===== src/rtl/sequential_divider.sv =====
// Unsigned restoring divider, one quotient bit per clock, valid/ready on both sides.
// Latency: result valid WIDTH cycles after the operand handshake; issue interval WIDTH+2.
// Backpressure: result held in DONE until dest_ready; no operands accepted until back in IDLE.

module sequential_divider #(
    parameter int WIDTH = 16
) (
    input  logic             clk,
    input  logic             reset,
    input  logic             src_valid,
    output logic             src_ready,
    input  logic [WIDTH-1:0] Dividend,
    input  logic [WIDTH-1:0] Divisor,
    output logic             dest_valid,
    input  logic             dest_ready,
    output logic [WIDTH-1:0] Quotient,
    output logic [WIDTH-1:0] Remainder,
    output logic             div_by_zero
);

    localparam int CW = $clog2(WIDTH) + 1;

    typedef enum logic [1:0] {
        IDLE = 2'd0,
        BUSY = 2'd1,
        DONE = 2'd2
    } state_t;

    typedef struct packed {
        logic [WIDTH-1:0] quotient;
        logic [WIDTH-1:0] remainder;
        logic             div_by_zero;
    } result_t;

    // ---------------- controller ----------------
    state_t        state;
    state_t        state_nxt;
    logic [CW-1:0] step_cnt;
    logic          last_step;
    logic          load_en;
    logic          step_en;
    logic          done_en;

    assign last_step = (step_cnt == CW'(WIDTH - 1));

    always_ff @(posedge clk or posedge reset) begin
        if (reset) begin
            state <= IDLE;
        end else begin
            state <= state_nxt;
        end
    end

    always_comb begin
        state_nxt = state;
        unique case (state)
            IDLE:    if (src_valid)  state_nxt = BUSY;
            BUSY:    if (last_step)  state_nxt = DONE;
            DONE:    if (dest_ready) state_nxt = IDLE;
            default:                 state_nxt = IDLE;
        endcase
    end

    // src_ready is masked by reset so it reads low for the whole reset pulse
    always_comb begin
        src_ready  = (state == IDLE) && !reset;
        dest_valid = (state == DONE);
        load_en    = src_ready && src_valid;
        step_en    = (state == BUSY);
        done_en    = (state == BUSY) && last_step;
    end

    always_ff @(posedge clk or posedge reset) begin
        if (reset) begin
            step_cnt <= '0;
        end else if (load_en) begin
            step_cnt <= '0;
        end else if (step_en) begin
            step_cnt <= step_cnt + CW'(1);
        end
    end

    // ---------------- datapath ----------------
    logic [WIDTH:0]   rem_q;
    logic [WIDTH-1:0] quo_q;
    logic [WIDTH-1:0] dvs_q;
    logic             dbz_q;
    logic [WIDTH:0]   shifted;
    logic [WIDTH+1:0] trial;
    logic             trial_neg;
    logic [WIDTH:0]   rem_nxt;
    logic [WIDTH-1:0] quo_nxt;
    result_t          res_q;

    // rem_q stays below the divisor, so its top bit is always 0 and the
    // one-bit-wider subtraction only sign-extends the trial difference.
    always_comb begin
        shifted   = {rem_q[WIDTH-1:0], quo_q[WIDTH-1]};
        trial     = {rem_q, quo_q[WIDTH-1]} - {2'b00, dvs_q};
        trial_neg = trial[WIDTH+1];
        rem_nxt   = trial_neg ? shifted : trial[WIDTH:0];
        quo_nxt   = {quo_q[WIDTH-2:0], ~trial_neg};
    end

    always_ff @(posedge clk or posedge reset) begin
        if (reset) begin
            rem_q <= '0;
            quo_q <= '0;
            dvs_q <= '0;
            dbz_q <= 1'b0;
        end else if (load_en) begin
            rem_q <= '0;
            quo_q <= Dividend;
            dvs_q <= Divisor;
            dbz_q <= (Divisor == '0);
        end else if (step_en) begin
            rem_q <= rem_nxt;
            quo_q <= quo_nxt;
        end
    end

    // Visible result only changes on entry to DONE
    always_ff @(posedge clk or posedge reset) begin
        if (reset) begin
            res_q <= '0;
        end else if (done_en) begin
            res_q <= '{quotient:    quo_nxt,
                       remainder:   rem_nxt[WIDTH-1:0],
                       div_by_zero: dbz_q};
        end
    end

    assign Quotient    = res_q.quotient;
    assign Remainder   = res_q.remainder;
    assign div_by_zero = res_q.div_by_zero;

endmodule


===== config.mk =====
export PLATFORM = sky130hd
export DESIGN_NAME = sequential_divider
export DESIGN_NICKNAME = d
export VERILOG_FILES = /design/src/rtl/sequential_divider.sv
export SDC_FILE = /design/constraint.sdc
export NUM_CORES = 1
export LEC_CHECK = 0
export ABC_AREA = 1
export CAP_MARGIN = 20
export CORE_ASPECT_RATIO = 0.5
export CORE_UTILIZATION = 45
export CTS_CLUSTER_SIZE = 25
export DETAILED_ROUTE_END_ITERATION = 8
export GPL_TIMING_DRIVEN = 0
export PLACE_DENSITY = 0.68
export SYNTH_ARGS = -nofsm -noshare
export SYNTH_HDL_FRONTEND = slang
export SYNTH_SLANG_ARGS = --single-unit

===== constraint.sdc =====
create_clock -name clk -period 3.8 [get_ports clk]
set_input_delay 0.76 -clock clk [delete_from_list [all_inputs] [get_ports clk]]
set_output_delay 0.76 -clock clk [all_outputs]
set_load 0.01 [all_outputs]

**Word level (Yosys, flattened, before mapping)**

Cells that the tools add are included.

- Register bits after elaboration: 90
- Bits in latches: 0
- RAM bits: 0
- Memory bits (read-only): 0
- Input port bits: 36
- Output and inout port bits: 35
- Word-level logic and storage cells: 37
- Memories kept: 0

- Add/subtract/negate cells: 2
- Multiply operators: 0
- Divide/modulo/power cells: 0
- Magnitude comparators: 0
- Eq/ne operators: 6
- Shift-type cells: 0
- Multiplexer cells: 11
- Bitwise logic cells: 1
- Reduce and logical (&&, ||, !) cells: 8

Operators with widths:

| operator | count |
|---|---|
| 17-bit 2-to-1 mux | 3 |
| 16-bit 2-to-1 mux | 2 |
| 18-bit by 16-bit subtractor with 18-bit output | 1 |
| 16-bit zero test | 1 |
| 5-bit 2-to-1 mux | 2 |
| 2-bit 2-to-1 mux | 3 |
| 2-bit case mux with 3 select lines | 1 |
| 5-bit by 1-bit adder with 5-bit output, second input constant | 1 |
| 5-bit by 4-bit == test with 1-bit output, second input constant | 1 |
| 2-bit != test, second input constant | 2 |
| 1-bit logical AND | 3 |
| 3-bit AND reduction | 1 |
| 2-bit by 1-bit == test with 1-bit output, second input constant | 1 |
| 2-bit == test, second input constant | 1 |
| 2-bit zero test | 1 |
| 2-bit by 1-bit != test with 1-bit output, second input constant | 1 |
| 2-bit nonzero test | 1 |
| 1-bit zero test | 1 |
| 1-bit NOT | 1 |

**Longest topological paths before layout**

Gate-level depths: netlist (run 1).

- Depth in word-level cells: 4
- Mapped depth: 16

**Worst setup path after synthesis (run 1)**

OpenSTA, ideal clock, no wires.

- Kind: register -> register
- Start: register rem_q[13]
- End: register rem_q[3]
- Library setup time: 0.118 ns
- Data arrival time: 1.785 ns
- Setup slack: 1.897 ns
- Cell stages (with the launch flop): 11
- Period minus slack after synthesis: 1.903 ns
- Cell sequence: dfrtp_1 ha_1 a21oi_1 o21ai_0 a21oi_4 nand3_4 nand2_4 buf_12 nand2_2 nand3_1 nand2_1

- Cells in the longest elaborated chain, start to end: 4

RTL lines:

| what | RTL line | text |
|---|---|---|
| start: declaration | 84 | `logic [WIDTH:0] rem_q;` |
| start signal: assignment | 117 | `rem_q <= rem_nxt;` |
| 18-bit by 16-bit subtractor with 18-bit output | 99 | `trial = {rem_q, quo_q[WIDTH-1]} - {2'b00, dvs_q};` |
| 17-bit 2-to-1 mux | 101 | `rem_nxt = trial_neg ? shifted : trial[WIDTH:0];` |
| 17-bit 2-to-1 mux | 116 | `end else if (step_en) begin` |
| 17-bit 2-to-1 mux | 111 | `end else if (load_en) begin` |

No other way between the ends. The select of a mux whose other input is x is not followed.
A chain may end at the register's enable or synchronous reset.

**Final worst setup path (run 1)**

- Start: input reset
- End: output src_ready

- Cells in the longest elaborated chain, start to end: 2

RTL lines:

| what | RTL line | text |
|---|---|---|
| start: declaration | 9 | `input logic reset,` |
| 1-bit zero test (no line) | n/a |  |
| 1-bit logical AND | 66 | `src_ready = (state == IDLE) && !reset;` |
| end: declaration | 11 | `output logic src_ready,` |

No other way between the ends.

==> results of run 1 <==
[stage by stage]
step / std cells / setup TNS, ns / worst slack [ns] / hold slack (ns) / area [µm²]
2_1_floorplan: 633 / 0 / 0.705 / 0.433 / 4910
3_3_place_gp: 843 / -71.79 / -0.802 / 0.445 / 5780
3_5_place_dp: 844 / 0 / 1.07 / 0.458 / 5810
4_1_cts: 860 / 0 / 1.07 / 0.469 / 6090
5_1_grt: 860 / 0 / 0.980 / 0.491 / 6090
6_report: 860 / 0 / 1.07 / 0.464 / 6090
[power by group]
part	switching, µW	total, µW	internal (µW)	leakage, µW
clock network	399	851	452	0.000138
logic	2360	3860	1500	0.00180
registers	253	1660	1410	0.00112
[worst paths after layout]
| kind | start | to |
|---|---|---|
| setup / recovery | reset | src_ready |
| min in group asynchronous | reset | Quotient[13]$_DFFE_PP0P_ |
| max in group asynchronous | reset | Remainder[7]$_DFFE_PP0P_ |
| setup reg to reg | rem_q[13]$_DFFE_PP0P_ | Remainder[9]$_DFFE_PP0P_ |
| hold / removal | step_cnt[3]$_DFFE_PP0P_ | step_cnt[3]$_DFFE_PP0P_ |
| hold reg to reg | step_cnt[3]$_DFFE_PP0P_ | step_cnt[3]$_DFFE_PP0P_ |
[worst max-delay path, cell delays in order]
cell             delay, ns
clkdlybuf4s50_1       0.48
nor3_1                0.17
clkdlybuf4s50_1       0.56
[flip-flops by register name, indices dropped and copies added (netlist names)]
signal       count
rem_q           17
Quotient        16
Remainder       16
dvs_q           16
quo_q           16
step_cnt         5
state            2
dbz_q            1
div_by_zero      1
[per-layer routing]
metal / part of all wire [%] / GRT usage, % / vias to the layer above
met1: 50 / 33.8 / 2038
li1: - / - / 2197
met5: 0 / 0 / -
met4: 1.7 / 7.18 / 0
met3: 5.3 / 4.79 / 18
met2: 43 / 37.9 / 121
[logic make-up (layout without fill, tap and decap cells)]
| logic type | count (synthesis) | count (layout) | synth area share [%] |
|---|---|---|---|
| simple gates | 332 | 332 | 29.5 |
| xor+xnor | 8 | 8 | 1.43 |
| compound gates | 73 | 73 | 8.95 |
| flops | 90 | 90 | 45.9 |
| fa+ha+maj | 19 | 19 | 5.00 |
| buf+inv | 111 | 198 | 9.18 |
[cells in the final DEF (no fill, tap or decap), types with 2 or more instances in the layout]
master,synthesis,layout
clkinv_4,0,2
inv_6,0,3
o211ai_1,7,7
nand2_4,3,3
buf_1,2,2
ha_1,18,18
nand4_1,2,2
nand2_2,11,11
inv_1,87,86
xnor2_1,6,6
o31ai_1,2,2
o21ai_0,38,38
o221ai_1,8,8
nand2_1,206,206
a21oi_1,13,13
dfrtp_1,90,90
nor4_1,3,3
clkbuf_1,10,11
nor3_1,3,3
xor2_1,2,2
clkbuf_16,0,9
inv_2,4,4
buf_2,5,5
nand3_1,77,77
clkdlybuf4s50_1,0,70
and2_1,2,2
nor2_1,20,20
[layout make-up]
cell class                 count  area [µm²]  share of cell area, %
inverter                      91         344                   5.65
sequential                    90        2250                   37.0
clock inverter                 6        48.8                  0.801
timing repair buffer          71         728                   12.0
tap                          140         175                   2.88
multi-input combinational    432        2200                   36.2
clock buffer                  10         229                   3.76
buffer                        20         109                   1.79
==> impl_metrics.env, run 1 <==
export IMPL_core_area_um2=10400
export IMPL_synth_cells=633
export IMPL_antenna_found_initial=0
export IMPL_cts_resized=0
export IMPL_power_uw=6370
export IMPL_critPathMaxFanout=3
export IMPL_synth_seq_area_share_pct=45.9
export IMPL_synthTopCellsByArea="dfrtp_1 (46%), nand2_1 (16%), nand3_1 (7.9%), inv_1 (6.7%), ha_1 (4.6%)"
export IMPL_synth_common_cells="nand2_1 (206), dfrtp_1 (90), inv_1 (87), nand3_1 (77), o21ai_0 (38)"
export IMPL_clock_sinks=90
export IMPL_rows=26
export IMPL_finalMaxSlewViolations=0
export IMPL_n_fill_cell=1024
export IMPL_rsz0062_at_grt="no"
export IMPL_area_growth_pct=24.1
export IMPL_outcome="finished, final reports clean"
export IMPL_finClkSkew_ns=0.00573
export IMPL_die_x_um=150
export IMPL_syn_cell_area_um2=4910
export IMPL_worstSetupPathType="in -> out"
export IMPL_r2r_cells=10
export IMPL_dr_pass1_iters=4
export IMPL_async_flop_share_pct=100
export IMPL_htree_levels=3
export IMPL_hold_depth=1
export IMPL_synth_ff_latch_count=90
export IMPL_grtUsageTotal_pct=24.0
export IMPL_ctsHoldBuffers=0
export IMPL_ff2ff_setup_slack_ns=1.55
export IMPL_cts_tree="built"
export IMPL_ys_warnings_count=0
export IMPL_max_slew_margin_rel_pct=54.3
export IMPL_grt_pass1_vias=4094
export IMPL_io_pins=71
export IMPL_vdd_drop_max_mv=0.500
export IMPL_grt_ovfl_total=0
export IMPL_arrival_ns=1.97
export IMPL_final_hold_violation_count=0
export IMPL_required_ns=3.04
export IMPL_max_slew_worst_pin_slew_ns=0.679
export IMPL_cts_made_buffers=9
export IMPL_clkLatencyLatePin_ns=0.34
export IMPL_nNetsFinal=770
export IMPL_hp_class="reg -> reg"
export IMPL_totalWireLength_um=12600
export IMPL_grt_pass1_wl_um=20500
export IMPL_drv_cap=0
export IMPL_final_util_pct=58.5
export IMPL_yosysTopAreaCell="dfrtp_1"
export IMPL_finalCriticalPeriod_ns=2.73
export IMPL_syn_avg_cell_area_um2=7.75
export IMPL_detail_route_drc_violations=0
export IMPL_initial_core_util_pct=47.1
export IMPL_synth_nets=688
export IMPL_vias=4374
export IMPL_die_h_um=75.8
export IMPL_drt_iter0_drc=270
export IMPL_clkTransAtPathRegs_ns=0.07
export IMPL_place_hpwl_um=9190
export IMPL_viasPerCell=5.09
export IMPL_max_freq_ghz=0.367
export IMPL_power_density_cell_area_nw_per_um2=1050
export IMPL_synth_top_area_share_pct=45.9
export IMPL_fin_crit_sh_pct=71.8
export IMPL_cts_root_buf="clkbuf_16"
export IMPL_dieArea_um2=11300
export IMPL_place_congestion=0.877
export IMPL_wl_per_cell_um=14.7
export IMPL_synth_cell_types=37
export IMPL_grt_max_degree=56
export IMPL_setup_violations=0
export IMPL_yosys_most_used_dff="dfrtp_1"
export IMPL_worstSetupEndpointType="primary output"
export IMPL_clockBufferDepth=2
export IMPL_diodes=0
export IMPL_post_synth_top_count_cell="nand2_1"
export IMPL_synth_edff_count=0
export IMPL_postCtsSetupRepairBufs=0
export IMPL_drive_gt1_share_pct=6.53
export IMPL_p_leak_uw=0.00306
export IMPL_ant_nets=0
export IMPL_port_buffers=70
export IMPL_startpoint_type="primary input"
Power figures use the tool's default switching activity.
==> run 2, diff against run 1 <==
PLACE_DENSITY = 0.71   (was 0.68)
clock period = 2.5 ns   (was 3.8 ns; I/O delays follow)
==> run 2 against run 1 <==
Against the previous run:
- utilization rose by 0.50 points
- via count increased by 1.4%
- critical path depth is 7 higher
- sequential share of layout area is 0.32 points lower
==> impl_metrics.env, run 2 (synthesized netlist as in run 1, its figures left out) <==
export IMPL_required_ns=2.73
export IMPL_worstSetupEndpointType="flip-flop"
export IMPL_diodes=0
export IMPL_core_area_um2=10400
export IMPL_cp_depth=10
export IMPL_setup_violations=0
export IMPL_crit_slowest_cell="dfrtp_1"
export IMPL_startpoint_type="flip-flop"
export IMPL_die_h_um=75.8
export IMPL_switching_power_uw=4600
export IMPL_power_density_cell_area_nw_per_um2=1590
export IMPL_clock_sinks=90
export IMPL_io_pins=71
export IMPL_r2r_cells=10
export IMPL_max_slew_margin_rel_pct=56.8
export IMPL_place_congestion=0.874
export IMPL_area_growth_pct=25.2
export IMPL_critPathMaxFanout=10
export IMPL_power_combinational_fraction_pct=60.6
export IMPL_cts_tree="built"
export IMPL_grt_max_degree=28
export IMPL_grt_pass1_wl_um=20800
export IMPL_ant_nets=0
export IMPL_cts_resized=0
export IMPL_p_int_uw=5150
export IMPL_max_slew_worst_pin_slew_ns=0.642
export IMPL_cp_cell_sequence="ha_1, a21oi_1, o21ai_0, a21oi_4, nand3_4, nand2_4, buf_12, nand2_2, nand3_1, nand2_1"
export IMPL_startpoint="rem_q[13]$_DFFE_PP0P_"
export IMPL_dr_pass1_iters=5
export IMPL_largest_reg_flops=17
export IMPL_vias=4435
export IMPL_detail_route_drc_violations=0
export IMPL_whs_ns=0.479
export IMPL_final_util_pct=59.0
export IMPL_rows=26
export IMPL_grt_pass1_vias=4051
export IMPL_fin_crit_sh_pct=90.2
export IMPL_drive_gt1_share_pct=6.93
export IMPL_ff2ff_setup_slack_ns=0.24
export IMPL_finalMaxSlewViolations=0
export IMPL_drt_iter0_drc=309
export IMPL_mostFrequentLayoutCells="nand2_1 (206), dfrtp_1 (90), inv_1 (86), nand3_1 (77), clkdlybuf4s50_1 (70)"
export IMPL_htree_levels=3
export IMPL_grt_ovfl_total=0
export IMPL_cts_made_buffers=9
export IMPL_arrival_ns=2.49
export IMPL_clkTransAtPathRegs_ns=0.07
export IMPL_drv_cap=0
export IMPL_antenna_found_initial=0
export IMPL_nNetsFinal=772
export IMPL_place_hpwl_um=9460
export IMPL_endpoint="Remainder[9]$_DFFE_PP0P_"
export IMPL_worstSetupPathType="reg -> reg"
export IMPL_final_hold_violation_count=0
export IMPL_ctsHoldBuffers=0
export IMPL_wl_per_cell_um=14.8
export IMPL_totalWireLength_um=12700
export IMPL_final_common_cell="nand2_1"
export IMPL_max_freq_ghz=0.443
export IMPL_rsz0062_at_grt="no"
export IMPL_largest_register="rem_q"
export IMPL_dieArea_um2=11300
export IMPL_viasPerCell=5.15
export IMPL_cpPeakStageDelay_ns=0.43
export IMPL_outcome="finished, final reports clean"
export IMPL_finClkSkew_ns=0.00507
export IMPL_critPathTopFamily="compound AO/OA/AOI/OAI gates"
export IMPL_setup_slack_ns=0.245
export IMPL_grtUsageTotal_pct=24.5
export IMPL_clockPowerShare_pct=13.5
export IMPL_die_x_um=150
export IMPL_seqPwrFrac_pct=25.9
export IMPL_clkLatencyLatePin_ns=0.34
export IMPL_postCtsSetupRepairBufs=0
export IMPL_p_sw_share_pct=47.2
export IMPL_rr_startpoint="rem_q[13]$_DFFE_PP0P_"
export IMPL_hp_class="reg -> reg"
export IMPL_pre_cts_ws_ns=0.0749
export IMPL_initial_core_util_pct=47.1
export IMPL_cts_root_buf="clkbuf_16"
export IMPL_clockBufferDepth=2
export IMPL_p_leak_uw=0.00308
export IMPL_cp_buffers_inverters=1
export IMPL_port_buffers=70
export IMPL_vdd_drop_max_mv=0.785
export IMPL_finalCriticalPeriod_ns=2.26
export IMPL_r2r_end="Remainder[9]$_DFFE_PP0P_"
[run 2: cell types whose count changed in the layout (fill, tap and decap cells not counted)]
cell,delta
buf_12,+2
clkbuf_1,-1
clkbuf_8,+1
clkinvlp_4,+2
inv_4,-1
inv_6,-2
inv_8,+1
[run 2: worst reg2reg max path, cell delays in order, from the launching register on]
cell,delay (ns)
dfrtp_1,0.43
ha_1,0.41
a21oi_1,0.22
o21ai_0,0.16
a21oi_4,0.25
nand3_4,0.16
nand2_4,0.16
buf_12,0.15
nand2_2,0.06
nand3_1,0.09
nand2_1,0.06
[run 2: per-stage QoR]
step	cells	power, µW	cell area, µm²	TNS, ns
after global routing	862	10700	6140	0
final	862	9740	6140	0
after global placement	843	8200	5790	-8.17
after CTS	862	9750	6140	0
after detailed placement	846	8390	5850	0
after floorplan	633	6740	4910	0
[run 2: routing by layer]
metal  vias to the layer above  wire, µm  part of all wire (%)  track usage (%)
li1                       2199         -                     -                -
met1                      2072      6180                    49             34.8
met2                       151      5510                    43             38.8
met5                         -         0                     0                0
met3                        13       878                   6.9             5.15
met4                         0       151                   1.2             5.50
[run 2: worst min-delay path by stage]
stage,start,end,cells after the start
5_1_grt,Remainder[12]$_DFFE_PP0P_,Remainder[12]$_DFFE_PP0P_,2
3_3_place_gp,step_cnt[3]$_DFFE_PP0P_,step_cnt[3]$_DFFE_PP0P_,1
2_1_floorplan,step_cnt[3]$_DFFE_PP0P_,step_cnt[3]$_DFFE_PP0P_,1
3_5_place_dp,Remainder[5]$_DFFE_PP0P_,Remainder[5]$_DFFE_PP0P_,2
4_1_cts,Remainder[5]$_DFFE_PP0P_,Remainder[5]$_DFFE_PP0P_,2
6_report,Remainder[5]$_DFFE_PP0P_,Remainder[5]$_DFFE_PP0P_,2
[run 2: layout make-up]
type | instances | area, µm²
clock inverters | 6 | 50.0
multi-input cells | 432 | 2200
well taps | 140 | 175
flip-flops and latches | 90 | 2250
clock buffers | 10 | 239
plain buffers | 20 | 109
fillers | 948 | 4270
inverters | 91 | 345
repair buffers | 73 | 768
[run 2: power by group through the flow]
stage	combinational (µW)	sequential, µW	clock [µW]
floorplan	4180	2550	0
global placement	5680	2520	0
detailed placement	5840	2540	0
CTS	5880	2530	1340
global route	6680	2610	1400
finish	5900	2530	1320
